--- src/rtl/ag32gbd_pkg.sv ---
// Shared types and constants for the ag32gbd frame packer: 2bpp shade codes,
// packer states, the 4x4 Bayer table and the quantise/dither helpers.
package ag32gbd_pkg;

  localparam int OFF_W           = 10;
  localparam int DEF_FRAME_BYTES = 256;
  localparam int ENTRY_W         = OFF_W + 8;

  typedef enum logic [1:0] {
    SHADE_WHITE = 2'd0,
    SHADE_LIGHT = 2'd1,
    SHADE_DARK  = 2'd2,
    SHADE_BLACK = 2'd3
  } shade_e;

  typedef enum logic [1:0] {
    ST_IDLE,
    ST_CAPTURE,
    ST_DRAIN,
    ST_SWAP_WAIT
  } state_e;

  // Row-major, index = (line%4)*4 + (col%4).
  localparam logic [3:0] BAYER [16] = '{
    4'd0,  4'd8,  4'd2,  4'd10,
    4'd12, 4'd4,  4'd14, 4'd6,
    4'd3,  4'd11, 4'd1,  4'd9,
    4'd15, 4'd7,  4'd13, 4'd5
  };

  function automatic shade_e quantise(input logic [7:0] v, input logic [7:0] t0,
                                      input logic [7:0] t1, input logic [7:0] t2);
    if (v < t0)      return SHADE_BLACK;
    else if (v < t1) return SHADE_DARK;
    else if (v < t2) return SHADE_LIGHT;
    else             return SHADE_WHITE;
  endfunction

  function automatic logic [7:0] sat8_dither(input logic [7:0] v, input logic [3:0] b);
    logic signed [9:0] s;
    s = $signed({2'b00, v}) + $signed({6'b000000, b}) - 10'sd8;
    if (s[9])             return 8'h00;
    else if (s > 10'sd255) return 8'hFF;
    else                  return s[7:0];
  endfunction

endpackage

--- src/rtl/ag32gbd_frame_packer_wr_fifo.sv ---
// ag32gbd_wr_fifo: 2-entry FIFO of {offset, data} between the pixel packer and
// the registered buffer-write port. A push into a full FIFO is ignored.
module ag32gbd_wr_fifo
  import ag32gbd_pkg::*;
(
  input  logic               clk,
  input  logic               rst,
  input  logic               flush_i,
  input  logic               push_i,
  input  logic [ENTRY_W-1:0] din_i,
  input  logic               pop_i,
  output logic [ENTRY_W-1:0] dout_o,
  output logic               full_o,
  output logic               empty_o
);

  logic [ENTRY_W-1:0] mem_q [2];
  logic               wptr_q, rptr_q;
  logic [1:0]         cnt_q;
  logic               do_push, do_pop;

  assign full_o  = (cnt_q == 2'd2);
  assign empty_o = (cnt_q == 2'd0);
  assign do_push = push_i && !full_o;
  assign do_pop  = pop_i && !empty_o;
  assign dout_o  = mem_q[rptr_q];

  always_ff @(posedge clk or posedge rst) begin
    if (rst) begin
      mem_q  <= '{default: '0};
      wptr_q <= 1'b0;
      rptr_q <= 1'b0;
      cnt_q  <= 2'd0;
    end else if (flush_i) begin
      wptr_q <= 1'b0;
      rptr_q <= 1'b0;
      cnt_q  <= 2'd0;
    end else begin
      if (do_push) begin
        mem_q[wptr_q] <= din_i;
        wptr_q        <= ~wptr_q;
      end
      if (do_pop) rptr_q <= ~rptr_q;
      case ({do_push, do_pop})
        2'b10:   cnt_q <= cnt_q + 2'd1;
        2'b01:   cnt_q <= cnt_q - 2'd1;
        default: cnt_q <= cnt_q;
      endcase
    end
  end

endmodule

--- src/rtl/ag32gbd_frame_packer.sv ---
// 8-bit luminance -> 2bpp packer feeding the BRAM controller's buffer-write port.
// Optional ordered dither before quantisation: define AG32GBD_PACKER_DITHER_EN.
module ag32gbd_frame_packer
  import ag32gbd_pkg::*;
#(
  parameter int FRAME_BYTES = DEF_FRAME_BYTES,
  parameter int LINE_PIXELS = 32,
  parameter int FLIP_GUARD  = 10
) (
  input  logic             sys_clock,
  input  logic             reset,
  input  logic             FrameStart,
  input  logic             PixelValid,
  input  logic [7:0]       PixelData,
  input  logic [7:0]       Thresh0,
  input  logic [7:0]       Thresh1,
  input  logic [7:0]       Thresh2,
  input  logic             PortABusy,
  output logic             RequestWriteBuffer,
  output logic [7:0]       BufferWriteData,
  output logic [OFF_W-1:0] BufferWriteOffset,
  output logic             FlipBuffer,
  output logic             FrameDone,
  output logic             Overflow,
  output logic             Busy
);

  localparam int GW = $clog2(FLIP_GUARD + 1);

  state_e             state_q;
  logic [1:0]         phase_q;
  logic [5:0]         sh_q;
  logic [OFF_W-1:0]   pack_off_q;
  logic [GW-1:0]      guard_q;
  logic               req_q, flip_q, done_q, ovf_q;
  logic [7:0]         data_q;
  logic [OFF_W-1:0]   woff_q;

  logic [7:0]         pix_v;
  logic [1:0]         code;
  logic [7:0]         byte_d;
  logic               accept, byte_done, last_byte, abort, load;
  logic               fifo_full, fifo_empty;
  logic [ENTRY_W-1:0] fifo_dout;

  // A pixel coinciding with FrameStart is always discarded.
  assign accept    = (state_q == ST_CAPTURE) && PixelValid && !FrameStart;
  assign byte_done = accept && (phase_q == 2'd3);
  assign last_byte = byte_done && (pack_off_q == OFF_W'(FRAME_BYTES - 1));
  assign abort     = FrameStart && ((state_q == ST_CAPTURE) || (state_q == ST_DRAIN));
  assign load      = !fifo_empty && (guard_q == '0) && (!req_q || !PortABusy) && !abort;

`ifdef AG32GBD_PACKER_DITHER_EN
  localparam int CW = $clog2(LINE_PIXELS);
  logic [CW-1:0] col_q;
  logic [1:0]    line_q;

  always_ff @(posedge sys_clock or posedge reset) begin
    if (reset) begin
      col_q  <= '0;
      line_q <= 2'd0;
    end else if (FrameStart) begin
      col_q  <= '0;
      line_q <= 2'd0;
    end else if (accept) begin
      if (col_q == CW'(LINE_PIXELS - 1)) begin
        col_q  <= '0;
        line_q <= line_q + 2'd1;
      end else begin
        col_q <= col_q + 1'b1;
      end
    end
  end

  assign pix_v = sat8_dither(PixelData, BAYER[{line_q, col_q[1:0]}]);
`else
  assign pix_v = PixelData;
`endif

  // Bayer indexing assumes lines hold whole 4-pixel dither columns.
  if (LINE_PIXELS % 4 != 0) begin : g_line_pixels_not_mult4
  end

  assign code   = quantise(pix_v, Thresh0, Thresh1, Thresh2);
  assign byte_d = {sh_q, code};

  ag32gbd_wr_fifo u_fifo (
    .clk     (sys_clock),
    .rst     (reset),
    .flush_i (abort),
    .push_i  (byte_done),
    .din_i   ({pack_off_q, byte_d}),
    .pop_i   (load),
    .dout_o  (fifo_dout),
    .full_o  (fifo_full),
    .empty_o (fifo_empty)
  );

  always_ff @(posedge sys_clock or posedge reset) begin
    if (reset) begin
      state_q    <= ST_IDLE;
      phase_q    <= 2'd0;
      sh_q       <= 6'd0;
      pack_off_q <= '0;
      guard_q    <= '0;
      req_q      <= 1'b0;
      data_q     <= 8'd0;
      woff_q     <= '0;
      flip_q     <= 1'b0;
      done_q     <= 1'b0;
      ovf_q      <= 1'b0;
    end else begin
      done_q <= 1'b0;
      if (guard_q != '0) guard_q <= guard_q - 1'b1;

      if (req_q && !PortABusy) req_q <= 1'b0;
      if (load) begin
        req_q  <= 1'b1;
        data_q <= fifo_dout[7:0];
        woff_q <= fifo_dout[ENTRY_W-1:8];
      end

      if (accept) begin
        phase_q <= phase_q + 2'd1;
        sh_q    <= {sh_q[3:0], code};
        // A dropped byte still consumes its offset so later bytes land in place.
        if (byte_done) begin
          if (fifo_full) ovf_q <= 1'b1;
          pack_off_q <= last_byte ? '0 : pack_off_q + 1'b1;
        end
      end

      if (FrameStart) begin
        state_q    <= ST_CAPTURE;
        phase_q    <= 2'd0;
        pack_off_q <= '0;
        ovf_q      <= 1'b0;
        if (abort) req_q <= 1'b0;
      end else begin
        case (state_q)
          ST_CAPTURE: if (last_byte) state_q <= ST_DRAIN;
          ST_DRAIN: begin
            if (fifo_empty && !req_q) begin
              flip_q  <= ~flip_q;
              done_q  <= 1'b1;
              guard_q <= GW'(FLIP_GUARD);
              state_q <= ST_SWAP_WAIT;
            end
          end
          ST_SWAP_WAIT: if (guard_q <= GW'(1)) state_q <= ST_IDLE;
          default: state_q <= ST_IDLE;
        endcase
      end
    end
  end

  assign RequestWriteBuffer = req_q;
  assign BufferWriteData    = data_q;
  assign BufferWriteOffset  = woff_q;
  assign FlipBuffer         = flip_q;
  assign FrameDone          = done_q;
  assign Overflow           = ovf_q;
  assign Busy               = (state_q != ST_IDLE);

endmodule

--- config.mk ---
export PLATFORM = sky130hd
export DESIGN_NAME = ag32gbd_frame_packer
export DESIGN_NICKNAME = d
export VERILOG_FILES = /design/src/rtl/ag32gbd_pkg.sv /design/src/rtl/ag32gbd_frame_packer_wr_fifo.sv /design/src/rtl/ag32gbd_frame_packer.sv
export SDC_FILE = /design/constraint.sdc
export NUM_CORES = 1
export LEC_CHECK = 0
export CORE_ASPECT_RATIO = 1.25
export CORE_MARGIN = 2
export CORE_UTILIZATION = 50
export CTS_CLUSTER_DIAMETER = 80
export DETAILED_ROUTE_END_ITERATION = 12
export PLACE_DENSITY = 0.79
export SKIP_LAST_GASP = 1
export SLEW_MARGIN = 25
export SYNTH_ARGS = -nofsm -noshare
export SYNTH_HDL_FRONTEND = slang
export SYNTH_SLANG_ARGS = --single-unit
--- constraint.sdc ---
create_clock -name sys_clock -period 2.85 [get_ports sys_clock]
set_clock_uncertainty 0.05 [all_clocks]
set_input_delay 0.57 -clock sys_clock [delete_from_list [all_inputs] [get_ports sys_clock]]
set_output_delay 0.57 -clock sys_clock [all_outputs]
set_load 0.02 [all_outputs]
== Yosys cells after proc, flatten, opt, wreduce, memory -nomap -nowiden ==
Index checks and enable logic that the tools add are counted.

* Word-level logic and storage cells: 123
* Bits in registers: 86

* Reductions and logical operators: 36
* Bitwise operators: 7
* Magnitude comparators: 7
* Add/subtract/negate cells: 5
* Multiplexer cells: 41
* Equal/unequal tests: 11

{| class="wikitable"
|+ Operator list
! operator !! count
|-
| 2-to-1 mux 18 bit || 4
|-
| 2-to-1 mux 10 bit || 4
|-
| bitwise mux 36 bit || 1
|-
| < comparator 8 bit || 3
|-
| demux 18 bit (select 1 bit) || 1
|-
| 2-to-1 mux 2 bit || 9
|-
| 2-to-1 mux 1 bit || 16
|-
| 2-to-1 mux 4 bit || 4
|-
| logical AND 1 bit || 13
|-
| nonzero test 2 bit || 6
|-
| adder 10 x 1 -> 10 bit, second input constant || 1
|-
| == test 10 x 8 -> 1 bit, second input constant || 1
|-
| == test 2 bit, second input constant || 5
|-
| AND reduction 3 bit || 3
|-
| zero test 1 bit || 6
|-
| inequality test 3 bit, second input constant || 2
|-
| one-hot mux 2 bit (3 select lines) || 1
|-
| NOT 1 bit || 5
|-
| adder 2 x 1 -> 2 bit, second input constant || 2
|-
| == test 2 x 1 -> 1 bit, second input constant || 2
|-
| >= comparator 2 bit, second input constant || 2
|-
| <= comparator 4 x 1 -> 1 bit, second input constant || 1
|-
| zero test 4 bit || 1
|-
| NOT 1 -> 2 bit || 2
|-
| 10 further kinds || 12
|}

== Depth between registers and ports, before layout ==
Gate-level depths: netlist of run 1.

* Depth in word-level cells: 9
* Mapped depth: 8
* Depth with buffers taken out: 7

== Cells and area by module ==
From an unflattened synthesis of run 1, not the netlist that was laid out.

* Cell total of the unflattened synthesis: 358
* Area total of the unflattened synthesis: 4455.5 sq um

{| class="wikitable"
|+ By module, submodules not included
! module !! area an instance (sq um) !! instances !! cells an instance !! seq. area each (sq um)
|-
| ag32gbd_frame_packer || 2603.7 || 1 || 238 || 1151.1
|-
| ag32gbd_wr_fifo || 1851.8 || 1 || 120 || 1001.0
|}

== Worst setup path after synthesis of run 1 ==
No wires, ideal clock.

* Kind: reg2reg
* From: register state_q[1]
* To: register u_fifo.mem_q[18] (netlist name)
* Setup time: 125 ps
* Path buffers: 1
* Stages on the path, launching flop included: 8
* Setup slack: 893 ps
* Arrival: 1782 ps
* Clock period less this slack: 1957 ps
* Cells stage by stage: dfrtp_1 > inv_1 > ha_1 > nand2_2 > nor4b_4 > and2b_1 > buf_6 > mux2_2

* Word-level cells in the longest chain between the ends: 6
* Elaborated cells between the ends (all ways): 10
* Classes of those cells: eq/ne: 2; bitwise: 1; reduce/logical: 7

{| class="wikitable"
|+ Ends and longest elaborated chain
! item !! RTL line !! source
|-
| from (decl) || ag32gbd_frame_packer.sv:30 || <nowiki>state_e state_q;</nowiki>
|-
| from (signal assigned) || ag32gbd_frame_packer.sv:101 || <nowiki>state_q <= ST_IDLE;</nowiki>
|-
| from (signal assigned) || ag32gbd_frame_packer.sv:134 || <nowiki>state_q <= ST_CAPTURE;</nowiki>
|-
| from (signal assigned) || ag32gbd_frame_packer.sv:141 || <nowiki>ST_CAPTURE: if (last_byte) state_q <= ST_DRAIN;</nowiki>
|-
| == test 2 x 1 -> 1 bit || ag32gbd_frame_packer.sv:47, ag32gbd_frame_packer.sv:50 ||
|-
| logical AND 1 bit (2 in series) || ag32gbd_frame_packer.sv:47 || <nowiki>assign accept = (state_q == ST_CAPTURE) && PixelValid && !FrameStart;</nowiki>
|-
| logical AND 1 bit || ag32gbd_frame_packer.sv:48 || <nowiki>assign byte_done = accept && (phase_q == 2'd3);</nowiki>
|-
| logical AND 1 bit || ag32gbd_frame_packer_wr_fifo.sv:24 || <nowiki>assign do_push = push_i && !full_o;</nowiki>
|-
| AND reduction 2 bit (no line) (*) || - ||
|-
| to (signal, indexed assignment) || ag32gbd_frame_packer_wr_fifo.sv:40 || <nowiki>mem_q[wptr_q] <= din_i;</nowiki>
|-
| to (decl) || ag32gbd_frame_packer_wr_fifo.sv:17 || <nowiki>logic [ENTRY_W-1:0] mem_q [2];</nowiki>
|}

Every way passes the cells marked *; elsewhere a longest branch is shown, timed or not.
A chain may end at the register's enable or synchronous reset.

== Final worst setup path of run 1 ==
* From: register state_q[0]
* To: output port Busy

* Word-level cells in the longest chain between the ends: 1

{| class="wikitable"
|+ Ends and longest elaborated chain
! item !! RTL line !! source
|-
| nonzero test 2 bit || ag32gbd_frame_packer.sv:163 || <nowiki>assign Busy = (state_q != ST_IDLE);</nowiki>
|-
| to (decl) || ag32gbd_frame_packer.sv:25 || <nowiki>output logic Busy</nowiki>
|}

No other way between the ends.

==> results of run 1 <==
[power breakdown]
part / internal (mW) / leakage, nW / switching (mW)
clock network: 0.345 / 0.0853 / 0.457
registers: 1.36 / 1.16 / 0.115
logic: 0.321 / 1.26 / 0.299
total: 2.03 / 2.50 / 0.871
[cell families (layout without fill, tap and decap cells)]
| kind of cell | count (synthesis) | after routing | share of synthesized area |
|---|---|---|---|
| simple gates | 94 | 94 | 0.1075 |
| flops | 86 | 86 | 0.4878 |
| compound gates | 66 | 66 | 0.09728 |
| mux | 58 | 58 | 0.1543 |
| buf+inv | 45 | 117 | 0.04708 |
| fa+ha+maj | 29 | 29 | 0.08225 |
| xor+xnor | 12 | 12 | 0.02382 |
[per-stage QoR]
step,hold slack [ns],util
after CTS,0.4227,0.6213
after global routing,0.4442,0.6213
after global placement,0.4097,0.6000
final,0.4171,0.6213
after detailed placement,0.4085,0.6000
after floorplan,0.4053,-
[worst max-delay path by stage]
stage | start | endpoint | cells past startpoint | slack, ns
2_1_floorplan | reset | BufferWriteData[0] | 1 | 0.008
3_3_place_gp | PixelData[1] | u_fifo.mem_q[0] | 6 | 0.37
3_5_place_dp | PixelValid | u_fifo.mem_q[35] | 6 | 0.28
4_1_cts | state_q[0] | Busy | 4 | 0.48
5_1_grt | state_q[0] | Busy | 4 | 0.43
6_report | state_q[0] | Busy | 4 | 0.50
[layout make-up]
cell class                 count  area [µm²]
multi-input combinational    259        2058
clock inverter                 6       45.04
sequential                    86        2152
fill                         700        3259
tap                          120       150.1
timing repair buffer          70       685.7
clock buffer                  10       137.6
inverter                      31       117.6
[critical path: stages (launching register included)]
cell and delay [ns]:
dfrtp_1 0.43, inv_1 0.08, ha_1 0.21, inv_1 0.06
clkdlybuf4s50_1 0.60
[state kept, by name, summed over array words and instances (netlist names)]
signal,count
Overflow,1
u_fifo.rptr_q,1
pack_off_q,10
BufferWriteData,8
state_q,2
FlipBuffer,1
BufferWriteOffset,10
u_fifo.cnt_q,2
FrameDone,1
phase_q,2
u_fifo.mem_q,36
RequestWriteBuffer,1
sh_q,6
u_fifo.wptr_q,1
guard_q,4
[layout by cell type, fill, tap and decap left out, drive strengths merged, types with 8 or more instances in the layout]
cell,count
mux2i,20
ha,29
clkbuf,10
mux2,38
clkdlybuf4s50,59
nand2,42
xnor2,8
dfrtp,86
nor2,22
buf,11
a21oi,15
inv,32
o21ai,31
[metal layers]
metal / GRT usage / up-vias / routed length [µm]
li1: - / 1472 / -
met1: 0.2423 / 1459 / 3593
met5: 0 / - / 0
met2: 0.3328 / 68 / 4284
met4: 0.06169 / 0 / 70
met3: 0.04239 / 7 / 329
==> flow_metrics.env, run 1 <==
export IMPL_fin_cells=582
export IMPL_grt_ovfl_total=0
export IMPL_synthArstFlopShare=1.000
export IMPL_p_leak_nw=2.504
export IMPL_num_rows=38
export IMPL_grt_max_degree=35
export IMPL_nets=523
export IMPL_post_route_min_period_ns=2.352
export IMPL_grt_pass1_vias=3198
export IMPL_drc=0
export IMPL_ios=60
export IMPL_path_max_fanout=4
export IMPL_cts_buffers=9
export IMPL_rsz0062_at_grt="no"
export IMPL_cts_root_buf="clkbuf_8"
export IMPL_p_total_mw=2.897
export IMPL_clk_insertion_delay_late_ns=0.35
export IMPL_status="finished, final reports clean"
export IMPL_die_h_um=109.0
export IMPL_holdBufCountCts=0
export IMPL_drive_above_1_share=0.1299
export IMPL_worst_hold_path_endpoint="FlipBuffer"
export IMPL_hp_start="FlipBuffer"
export IMPL_viasPerCell=5.165
export IMPL_min_period_over_period=0.8254
export IMPL_grt_pass1_wl_mm=14.55
export IMPL_antenna_found_initial=0
export IMPL_setup_viol=0
export IMPL_reg2reg_slack_ns=0.60
export IMPL_synth_area_leaders="dfrtp_1 (49%), ha_1 (8.2%), mux2_4 (4.8%), mux2i_1 (4.5%), mux2_1 (4.3%)"
export IMPL_tritoncts="done"
export IMPL_drtIter0Drc=138
export IMPL_clk_path_buf_depth=2
export IMPL_timing_fmax_mhz=425.1
export IMPL_reg2reg_from="state_q[1]"
export IMPL_syn_num_nets=456
export IMPL_wl_mm=8.279
export IMPL_ir_worst_vdd_mv=0.4181
export IMPL_initial_core_util=0.5126
export IMPL_netlist_area_um2=4412
export IMPL_synth_largest_area_cell="dfrtp_1"
export IMPL_slew_viol_final=0
export IMPL_hp_class="register to register"
export IMPL_grt_usage=0.1935
export IMPL_diodes=0
export IMPL_cp_start_kind="register"
export IMPL_detail_route_antenna_nets=0
export IMPL_path_clk_slew_ns=0.09
export IMPL_fin_tns_setup_ns=0
export IMPL_ys_ff_latch=86
export IMPL_synthFlopType="dfrtp_1"
export IMPL_syn_area_per_cell_um2=11.31
export IMPL_port_buffers=59
export IMPL_worstMarginPinSlew_ns=0.7082
export IMPL_syn_inst=390
export IMPL_vias=3006
export IMPL_htree_levels=3
export IMPL_max_cap_violations=0
export IMPL_cts_resized_gates=0
export IMPL_setup_slack_ns=0.4976
export IMPL_detailedPlace_worstSlack_ns=0.2750
export IMPL_maxSlewHeadroom=0.5279
export IMPL_cts_sink_count=86
export IMPL_ff2ff_path_depth=7
export IMPL_arrival_ns=1.73
export IMPL_place_area_um2=5164
export IMPL_gp_congestion=0.8217
export IMPL_coreArea_um2=8606
export IMPL_power_density_nw_per_um2=541.9
export IMPL_place_inst=566
export IMPL_yosysTopAreaCellShare=0.4878
export IMPL_yosysSeqAreaShare=0.4878
export IMPL_postCtsSetupBuffers=0
export IMPL_endpoint_kind="output pin"
export IMPL_dieArea_um2=9595
export IMPL_area_growth_synth_to_final_pct=21.19
export IMPL_synth_cell_types=48
export IMPL_synth_edf_count=0
export IMPL_ys_warnings_count=0
export IMPL_yosysMostFrequentCell="dfrtp_1"
export IMPL_finalHoldViolCount=0
export IMPL_synth_common_cells="dfrtp_1 (86), nand2_1 (40), inv_1 (31), ha_1 (29), o21ai_0 (25)"
export IMPL_worstHoldPathCells=1
export IMPL_r2r_end="u_fifo.mem_q[35]"
export IMPL_final_area_um2=5346
export IMPL_worstPathRequired_ns=2.23
export IMPL_wl_per_cell_um=14.23
export IMPL_critPathKind="register to output pin"
export IMPL_first_pass_iters=4
export IMPL_die_w_um=88.02
export IMPL_hpwl_mm=6.214
Power figures use the tool's default switching activity.
==> run 2: changes to the inputs <==
Settings changed: CORE_UTILIZATION 50 to 55, PLACE_DENSITY 0.79 to 0.82.
Clock period 2.85 ns to 2.3 ns, I/O delays scaled along.
==> flow_metrics.env, run 2 (same netlist as run 1, synthesis figures left out) <==
export IMPL_htree_levels=3
export IMPL_grt_pass1_wl_mm=14.17
export IMPL_path_max_fanout=4
export IMPL_antenna_found_initial=0
export IMPL_worstPathRequired_ns=1.79
export IMPL_timing_fmax_mhz=452.7
export IMPL_cpLargestDelayFamily="buffers and inverters"
export IMPL_endpoint_kind="output pin"
export IMPL_wl_mm=8.047
export IMPL_min_period_over_period=0.9605
export IMPL_maxSlewHeadroom=0.5694
export IMPL_grt_pass1_vias=3145
export IMPL_num_rows=36
export IMPL_grt_usage=0.2001
export IMPL_cts_sink_count=86
export IMPL_cp_start_kind="register"
export IMPL_slew_viol_final=0
export IMPL_arrival_ns=1.70
export IMPL_cts_root_buf="clkbuf_8"
export IMPL_holdBufCountCts=0
export IMPL_max_cap_violations=0
export IMPL_initial_core_util=0.5662
export IMPL_slowest_stage="clkdlybuf4s50_1"
export IMPL_gp_congestion=0.8223
export IMPL_detail_route_antenna_nets=0
export IMPL_drc=0
export IMPL_grt_max_degree=87
export IMPL_area_growth_synth_to_final_pct=22.80
export IMPL_nets=528
export IMPL_setup_viol=0
export IMPL_die_w_um=84.11
export IMPL_die_h_um=104.1
export IMPL_mostFrequentLayoutCell="dfrtp_1"
export IMPL_path_clk_slew_ns=0.09
export IMPL_final_area_um2=5418
export IMPL_diodes=0
export IMPL_grt_ovfl_total=0
export IMPL_fin_tns_setup_ns=0
export IMPL_rsz0062_at_grt="no"
export IMPL_finalHoldViolCount=0
export IMPL_viasPerCell=5.360
export IMPL_post_route_min_period_ns=2.209
export IMPL_status="finished, final reports clean"
export IMPL_cts_buffers=9
export IMPL_postCtsSetupBuffers=0
export IMPL_hpwl_mm=5.879
export IMPL_crit_buf_inv=3
export IMPL_clk_insertion_delay_late_ns=0.36
export IMPL_coreArea_um2=7792
export IMPL_ios=60
export IMPL_clk_path_buf_depth=2
export IMPL_worstMarginPinSlew_ns=0.6459
export IMPL_place_area_um2=5223
export IMPL_slowest_delay_ns=0.59
export IMPL_drive_above_1_share=0.1373
export IMPL_first_pass_iters=4
export IMPL_final_cell_mix="dfrtp_1 (86), clkdlybuf4s50_1 (59), nand2_1 (40)"
export IMPL_wl_per_cell_um=14.34
export IMPL_p_leak_nw=2.549
export IMPL_cp_cell_sequence="inv_1 -> ha_1 -> inv_1 -> clkdlybuf4s50_1"
export IMPL_power_density_nw_per_um2=677.5
export IMPL_port_buffers=59
export IMPL_cts_resized_gates=0
export IMPL_hp_class="register to register"
export IMPL_largest_reg_flops=36
export IMPL_drtIter0Drc=126
export IMPL_ir_worst_vdd_mv=0.4698
export IMPL_dieArea_um2=8758
export IMPL_critPathKind="register to output pin"
export IMPL_cp_common_cell="inv_1"
export IMPL_largest_register="u_fifo.mem_q"
export IMPL_p_total_mw=3.670
export IMPL_vias=3007
export IMPL_tritoncts="done"
## run 2: worst paths after layout
kind | startpoint | to | slack (ns) | cells after the start
hold / removal | BufferWriteOffset[6] | BufferWriteOffset[6] | 0.43 | 2
min in group asynchronous | reset | BufferWriteData[5] | 0.53 | 3
setup reg to reg | state_q[1] | u_fifo.mem_q[32] | 0.18 | 7
setup / recovery | state_q[0] | Busy | 0.09 | 4
max in group asynchronous | reset | u_fifo.mem_q[26] | 1.34 | 3
hold reg to reg | BufferWriteOffset[6] | BufferWriteOffset[6] | 0.43 | 2
## run 2: final cells by class
type,instances,area (µm²)
inverter,31,120.1
clock buffer,9,123.9
fill,550,2375
clock inverter,6,71.32
sequential,86,2152
tap,95,118.9
multi-input combinational,259,2058
timing repair buffer,75,773.2
## run 2: power breakdown
group | total (mW) | leakage, nW | internal (mW) | switching [mW]
Sequential | 1.82 | 1.16 | 1.68 | 0.138
Clock | 1.06 | 0.0923 | 0.505 | 0.551
Combinational | 0.791 | 1.29 | 0.420 | 0.371
## run 2: worst register-to-register path, cell delays in order (launching register included)
cell,delay [ns]
dfrtp_1,0.42
inv_1,0.09
ha_1,0.26
nand2_2,0.10
nor4b_4,0.31
and2b_1,0.24
buf_12,0.18
mux2_1,0.35
## run 2: through the flow
stage / worst slack, ns / std cells / hold slack [ns] / utilization
detailed placement: -0.1182 / 546 / 0.4198 / 0.6702
global route: 0.007229 / 561 / 0.4409 / 0.6952
floorplan: 0.3433 / 390 / 0.4053 / -
CTS: 0.06687 / 561 / 0.4370 / 0.6952
global placement: -0.07633 / 546 / 0.4092 / 0.6702
finish: 0.09094 / 561 / 0.4307 / 0.6952
## run 2: layer usage
metal | wire length (µm) | share of wire | GRT usage | up-vias
met3 | 295 | 0.037 | 0.03175 | 13
li1 | - | - | - | 1487
met5 | 0 | 0 | 0 | -
met1 | 3470 | 0.43 | 0.2418 | 1437
met4 | 180 | 0.022 | 0.08986 | 0
met2 | 4099 | 0.51 | 0.3486 | 70
